$ cat src/rtl/icache_fill_ctrl.sv
// Miss/refill sequencer for a 4-slot instruction cache line: requests missing slots from L2,
// writes the returned beat through the fill port and follows each demand fill with a next-line prefetch.
module icache_fill_ctrl #(
  parameter int unsigned TIMEOUT_CYC = 255,
  parameter bit          PF_ENABLE   = 1'b1
) (
  input  logic         clk,
  input  logic         reset,
  input  logic         fetch_valid,
  input  logic [63:0]  fetch_addr,
  input  logic [3:0]   fetch_hit,
  output logic         fetch_stall,
  output logic         l2_req,
  output logic [63:0]  l2_addr,
  output logic [3:0]   l2_mask,
  input  logic         l2_ack,
  input  logic         l2_rvalid,
  input  logic [255:0] l2_rdata,
  input  logic         l2_rerr,
  input  logic         snoop_valid,
  input  logic [63:0]  snoop_addr,
  output logic [255:0] fill_addr,
  output logic [255:0] fill_data,
  output logic [3:0]   fill_start,
  output logic         busy,
  output logic [7:0]   stat_drop
);

  typedef enum logic [1:0] {S_IDLE, S_REQ, S_WAIT, S_WRITE} state_t;

  localparam logic [7:0] TIMER_LAST = 8'(TIMEOUT_CYC - 1);

  state_t      state_q, state_d;
  logic [63:0] base_q, base_d;
  logic [63:0] pf_addr_q, pf_addr_d;
  logic [3:0]  mask_q, mask_d;
  logic        kind_pf_q, kind_pf_d;
  logic        pf_pending_q, pf_pending_d;
  logic        poison_q, poison_d;
  logic [7:0]  timer_q, timer_d;
  logic [63:0] slot_addr [4];
  logic [3:0]  snoop_match;
  logic        demand, drop, capture;

  assign demand      = fetch_valid && (fetch_hit != 4'b1111);
  assign fetch_stall = demand;
  assign l2_req      = (state_q == S_REQ);
  assign l2_addr     = base_q;
  assign l2_mask     = mask_q;

  // A store only poisons slots this fill actually requested.
  always_comb begin
    for (int k = 0; k < 4; k++) begin
      slot_addr[k]   = base_q + (64'(k) << 3);
      snoop_match[k] = snoop_valid && mask_q[k] && (snoop_addr == slot_addr[k]);
    end
  end

  // NOTE: every signal gets a default before the case so no path leaves one unassigned (no latches).
  always_comb begin
    state_d      = state_q;
    base_d       = base_q;
    mask_d       = mask_q;
    kind_pf_d    = kind_pf_q;
    pf_pending_d = pf_pending_q;
    pf_addr_d    = pf_addr_q;
    poison_d     = poison_q;
    timer_d      = timer_q;
    drop         = 1'b0;
    capture      = 1'b0;
    fill_start   = 4'b0000;
    unique case (state_q)
      S_IDLE: begin
        if (demand) begin
          base_d       = fetch_addr;
          mask_d       = ~fetch_hit;
          kind_pf_d    = 1'b0;
          pf_pending_d = 1'b0;
          poison_d     = 1'b0;
          state_d      = S_REQ;
        end else if (pf_pending_q) begin
          base_d       = pf_addr_q;
          mask_d       = 4'b1111;
          kind_pf_d    = 1'b1;
          pf_pending_d = 1'b0;
          poison_d     = 1'b0;
          state_d      = S_REQ;
        end
      end
      S_REQ: begin
        if (|snoop_match) poison_d = 1'b1;
        if (l2_ack) begin
          timer_d = 8'd0;
          state_d = S_WAIT;
        end
      end
      S_WAIT: begin
        if (|snoop_match) poison_d = 1'b1;
        if (l2_rvalid) begin
          // A store racing the response beat also poisons it.
          if (l2_rerr || poison_q || (|snoop_match)) begin
            drop    = 1'b1;
            state_d = S_IDLE;
          end else begin
            capture = 1'b1;
            state_d = S_WRITE;
          end
        end else if (timer_q == TIMER_LAST) begin
          drop    = 1'b1;
          state_d = S_IDLE;
        end else begin
          timer_d = timer_q + 8'd1;
        end
      end
      S_WRITE: begin
        fill_start = mask_q & ~snoop_match;
        state_d    = S_IDLE;
        if (!kind_pf_q && PF_ENABLE) begin
          pf_pending_d = 1'b1;
          pf_addr_d    = base_q + 64'd32;
        end
      end
      default: state_d = S_IDLE;
    endcase
  end

  // NOTE: sequential state uses non-blocking assignments so all flops update from pre-edge values.
  always_ff @(posedge clk or negedge reset) begin
    if (!reset) begin
      state_q      <= S_IDLE;
      base_q       <= '0;
      mask_q       <= '0;
      kind_pf_q    <= 1'b0;
      pf_pending_q <= 1'b0;
      pf_addr_q    <= '0;
      poison_q     <= 1'b0;
      timer_q      <= '0;
      busy         <= 1'b0;
      stat_drop    <= '0;
      fill_data    <= '0;
      fill_addr    <= '0;
    end else begin
      state_q      <= state_d;
      base_q       <= base_d;
      mask_q       <= mask_d;
      kind_pf_q    <= kind_pf_d;
      pf_pending_q <= pf_pending_d;
      pf_addr_q    <= pf_addr_d;
      poison_q     <= poison_d;
      timer_q      <= timer_d;
      busy         <= (state_d != S_IDLE);
      if (drop && (stat_drop != 8'hFF)) stat_drop <= stat_drop + 8'd1;
      if (capture) begin
        fill_data <= l2_rdata;
        fill_addr <= {slot_addr[3], slot_addr[2], slot_addr[1], slot_addr[0]};
      end
    end
  end

endmodule

$ cat config.mk
export PLATFORM = sky130hd
export DESIGN_NAME = icache_fill_ctrl
export DESIGN_NICKNAME = d
export VERILOG_FILES = /design/src/rtl/icache_fill_ctrl.sv
export SDC_FILE = /design/constraint.sdc
export NUM_CORES = 1
export LEC_CHECK = 0
export CAP_MARGIN = 20
export CORE_AREA = 5 5 387 389
export DETAILED_ROUTE_END_ITERATION = 16
export DIE_AREA = 0 0 392 394
export DONT_BUFFER_PORTS = 1
export PLACE_DENSITY = 0.35
export SYNTH_ARGS = -nofsm -noshare
export SYNTH_HDL_FRONTEND = slang
export SYNTH_SLANG_ARGS = --single-unit
$ cat constraint.sdc
create_clock -name clk -period 9.1 [get_ports clk]
set_input_delay 0.91 -clock clk [delete_from_list [all_inputs] [get_ports clk]]
set_output_delay 0.91 -clock clk [all_outputs]
set_load 0.01 [all_outputs]
Yosys cells after proc, flatten, opt, wreduce, memory -nomap -nowiden
Index checks and enable logic that the tools add are counted.
{ "word_totals": {"ff_bits": 666, "input_bits": 395, "wordCells": 94} }
{ "op_classes": {"addsub": 6, "eq_ne": 16, "mux": 31, "bitwise_logic": 4, "n_reduce_logical": 25} }
{ "ops": {"columns": ["op", "count"], "rows": [
  ["64-bit == test", 4],
  ["64-bit by 5-bit adder with 64-bit output, second input constant", 2],
  ["64-bit 2-to-1 mux", 2],
  ["64-bit by 4-bit adder with 64-bit output, second input constant", 1],
  ["64-bit by 6-bit adder with 64-bit output, second input constant", 1],
  ["8-bit 2-to-1 mux", 3],
  ["8-bit by 1-bit adder with 8-bit output, second input constant", 2],
  ["8-bit case mux with 2 select lines", 1],
  ["1-bit 2-to-1 mux", 13],
  ["2-bit 2-to-1 mux", 6],
  ["4-bit 2-to-1 mux", 3],
  ["1-bit logical AND", 10],
  ["2-bit nonzero test", 5],
  ["8-bit == test, second input constant", 1],
  ["8-bit inequality test, second input constant", 1],
  ["4-bit inverter", 2],
  ["2-bit case mux with 4 select lines", 1],
  ["2-bit inequality test, second input constant", 3],
  ["2-bit AND reduction", 3],
  ["4-bit bitwise AND", 1],
  ["2-bit == test, second input constant", 2],
  ["2-bit by 1-bit inequality test with 1-bit output, second input constant", 2],
  ["4-bit inequality test, second input constant", 1],
  ["1-bit case mux with 2 select lines", 2],
  ["9 further kinds", 10]
]} }

Depth between registers and ports, before layout
{ "depth": {"depth_word": 9, "ltp_mapped": 18, "ltp_nobuf": 13} }

Least setup slack after synthesis
OpenSTA, ideal clock, no wires.
{ "synth_timing": {"path_kind": "reg-to-output", "from": "register base_q[32], in the netlist l2_addr[32]", "to": "output port fill_start[2]", "t_arrival_ps": 3036, "setup_slack_ps": 5154, "path_stages_with_launch": 11, "n_path_buf": 1, "path_cell_list": "dfrtp_1 > buf_2 > nand4_1 > or4_1 > nor4_2 > nand2_1 > xor2_1 > nand4_1 > or4_1 > nor4_4 > nor2_1"} }
{ "synth_via": {"elab_chain_len": 6} }
{ "synth_lines": {"columns": ["element", "line", "text"], "rows": [
  ["start: declaration", "34", "logic [63:0] base_q, base_d;"],
  ["start signal: assignment", "144", "base_q <= base_d;"],
  ["64-bit by 5-bit adder with 64-bit output", "54", "slot_addr[k] = base_q + (64'(k) << 3);"],
  ["64-bit == test", "55", "snoop_match[k] = snoop_valid && mask_q[k] && (snoop_addr == slot_addr[k]);"],
  ["1-bit logical AND", "55", null],
  ["4-bit inverter", "116", "fill_start = mask_q & ~snoop_match;"],
  ["4-bit bitwise AND", "116", null],
  ["4-bit 2-to-1 mux", "72", "unique case (state_q)"],
  ["end: declaration", "24", "output logic [3:0] fill_start,"]
]} }
No other way between the ends.

==> metrics.md <==
| Metric | Value |
|---|---|
| Most frequent CP cell | buf_4 |
| Full die area | 154000 sq um |
| First-pass GRT wire length | 246 mm |
| WP data required | 9690 ps |
| Max_cap viols | 0 |
| Max stage delay cell, worst path | dfrtp_1 |
| Core area | 146000 sq um |
| Residual DRC | 0 |
| Max-slew violations | 0 |
| Clock skew | 46.9 ps |
| Status | completed |
| LEAKAGE | 16.5 nW |
| Vias in the first global route | 24.9k |
| Total length of routed wires | 187 mm |
| Drt via density | 4.89 |
| Vias | 24.8k |
| Number of fill cells | 15.4k |
| Rel. slew slack | 19.5% |
| Remaining global-route overflow | 0 |
| Synth Cell Area | 34800 sq um |
| Syn nets | 3522 |
| Yosys warns | 0 |
| Hold WC Path Type | in -> async |
| Post-route minimum period | 6970 ps |
| Register area share after synthesis | 47.1% |
| Fmax | 143 MHz |
| R2R Path End | fill_data[133] |
| Layout Nets | 3463 |
| Initial core utilization | 23.8% |
| Critical Path Start | l2_addr[4] |
| CP arrival | 7560 ps |
| Dpl hpwl | 146 mm |
| CTS tree | yes |
| # rows | 141 |
| CTS root buffer | clkbuf_16 |
| Post-Synthesis Cells | 3115 |
| Clock-pin slew on the worst setup and hold paths | 60 ps |
| CP cell instances | inv_1 -> ha_1 -> buf_4 -> nor2b_1 -> nand2b_1 -> nor3_1 -> nand3_1 -> xnor2_1 -> nor4_1 -> nand4_1 -> o22ai_2 -> nor4b_4 -> buf_4 -> buf_4 -> buf_4 -> mux2_4 |
| Die Span Y | 394 um |
| Crit Path Max Fanout | 49 |
| Final TNS setup | 0 ps |
| Critical path endpoint category | flop |
| RR Startpoint | l2_addr[4] |
| Post_cts resized | 0 |
| Initial antenna violation count | 38 |
| Synth Register Bits | 655 |
| Final worst slack | 2130 ps |
| Die width | 392 um |
| Period utilization | 76.6% |
| Share of cells above drive strength 1 | 21.5% |
| EDFF count, synth | 0 |
| Post-synth ARST share | 100% |
| VDD IR-drop max | 0.141 mV |
| Mapped Avg Cell Area | 11.2 sq um |
| Crit path kind | reg -> reg |
| Clk sinks | 655 |
| Library cells used by synthesis | 79 |
| H-Tree Depth | 3 |
| Final setup vio count | 0 |
| Critical Path End | fill_data[133] |
| Hold violation count in the final report | 0 |
| GRT Util Overall | 23.2% |
| Largest area contributor in the netlist | dfrtp_1 |
| Total CTS buffers | 85 |
| DRT iter0 DRCs | 1993 |
| Hold_buf cts | 5 |
| Pre-CTS setup slack | 2320 ps |
| P per Cell Area | 358 nW/um^2 |
| # port buffers | 0 |
| Largest net degree at the start of global routing | 184 |
| Area after DPL | 36600 sq um |
| Worst Tran Pin Value | 1210 ps |
| DRT antenna net count | 0 |
| Syn-to-layout area delta | 13.9% |
| RSZ-0062 raised after global routing | false |
| Synth top area cells | dfrtp_1 (47%), mux2_4 (13%), xnor2_1 (6.1%), xor2_1 (4.8%), nand2_1 (2.8%) |
| Clk_lat worst skew | 710 ps |
| Routed len/inst | 36.8 um |
| Share of the synthesized area in the top cell type | 47.1% |
| DRT Pass-1 Iters | 5 |
| Flop2flop setup slack | 2130 ps |
| # Post-CTS Setup Buffers | 0 |
| Ports | 990 |
| Final instance area | 39600 sq um |
| Clk buf depth | 3 |
| Worst reg-to-reg path cell count | 16 |
| Startpoint Class | flop |
| Ys flop type | dfrtp_1 |
| Delay of the slowest critical-path stage | 980 ps |
| Placer congestion estimate | 0.979 |
final cells by class:
class | count | area [sq um] | area share (%)
antenna | 19 | 47.5 | 0.120
clock buffer | 118 | 2440 | 6.16
clock inverter | 35 | 415 | 1.05
inverter | 23 | 86.3 | 0.218
multi-input combinational | 2165 | 16700 | 42.2
sequential | 655 | 16400 | 41.3
tap | 1930 | 2410 | 6.09
timing repair buffer | 126 | 1100 | 2.78
report_power, final:
| group | internal, mW | leakage (nW) | switching, mW | total [mW] |
|---|---|---|---|---|
| Sequential | 4.04 | 8.50 | 2.05 | 6.08 |
| Clock | 2.03 | 1.42 | 1.44 | 3.47 |
| Combinational | 1.86 | 6.55 | 2.77 | 4.63 |
| Total | 7.93 | 16.5 | 6.26 | 14.2 |
cells by family (layout without fill, tap and decap cells):
| kind of cell | Yosys count | in the layout | share of synthesized area (%) |
|---|---|---|---|
| AO/OA/AOI/OAI | 375 | 375 | 5.92 |
| XOR/XNOR | 437 | 437 | 11.0 |
| adder cells (fa/ha/maj) | 12 | 12 | 0.431 |
| buffers and inverters | 295 | 302 | 5.11 |
| flip-flops | 655 | 655 | 47.1 |
| multiplexers | 431 | 431 | 16.9 |
| other | 0 | 19 | 0 |
| AND/OR/NAND/NOR | 910 | 910 | 13.5 |
Yosys cell counts, types with 16 or more instances:
cell	number
dfrtp_1	655
mux2_4	300
nand2_1	263
xnor2_1	244
nor2_1	243
xor2_1	192
a21oi_1	173
o21ai_0	137
nand4_1	88
buf_2	79
buf_4	79
mux2i_1	69
nand3_1	66
clkbuf_1	61
nor3_1	58
mux2_2	51
nor4_1	44
buf_6	37
inv_1	22
and4_1	21
and3_1	20
buf_1	16
cell usage in the layout, fill, tap and decap left out, drive strengths merged, types with 9 or more instances in the layout:
cell type,n
nor3,64
nand3,66
xnor2,244
mux2,362
buf,126
inv,27
and4,21
clkbuf,118
clkinv,24
xor2,193
or4,13
nand2b,10
nor4,63
nor2b,9
o22ai,9
mux2i,69
a21oi,173
diode,19
o21ai,140
a31oi,11
nor2,243
nand2,263
nand4,99
dfrtp,655
ha,12
and3,20
flip-flops by register name (all words and copies together) (netlist names):
signal        count
fill_data       256
fill_addr       245
l2_addr          64
pf_addr_q        64
stat_drop         8
timer_q           8
l2_mask           4
state_q           2
busy              1
kind_pf_q         1
pf_pending_q      1
poison_q          1
critical path: cells and delay by family (launching register included):
family | cells | cell delay [ps]
XOR/XNOR | 1 | 290
adder cells (fa/ha/maj) | 1 | 260
AND/OR/NAND/NOR | 7 | 2650
flip-flops | 1 | 980
AO/OA/AOI/OAI | 1 | 150
multiplexers | 1 | 350
buffers and inverters | 5 | 2040
stage by stage:
| stage | total power, mW | std cells | utilization [%] | hold slack, ps |
|---|---|---|---|---|
| after floorplan | 8.48 | 3115 | - | 449 |
| after global placement | 10.8 | 4891 | 25.0 | 463 |
| after detailed placement | 10.7 | 4893 | 25.0 | 470 |
| after CTS | 14.4 | 5051 | 27.0 | 41.9 |
| after global routing | 14.9 | 5066 | 27.1 | 3.05 |
| final | 14.2 | 5071 | 27.1 | 51.2 |
how the worst min path moves through the flow:
stage	from	to	slack (ps)	cells past startpoint
2_1_floorplan	pf_addr_q[10]	pf_addr_q[10]	450	2
3_3_place_gp	pf_addr_q[23]	pf_addr_q[23]	460	2
3_5_place_dp	pf_addr_q[50]	pf_addr_q[50]	470	2
4_1_cts	reset	fill_addr[90]	40	1
5_1_grt	reset	l2_addr[42]	3	1
6_report	reset	fill_data[157]	50	1
metal layers:
layer	track usage [%]	wire length, um	share of wire (%)
met1	25.1	66700	36
met2	41.4	95900	51
met3	8.95	18000	9.7
met4	7.87	5880	3.1
met5	0	61	0.033
(Power assumes the default switching activity.)
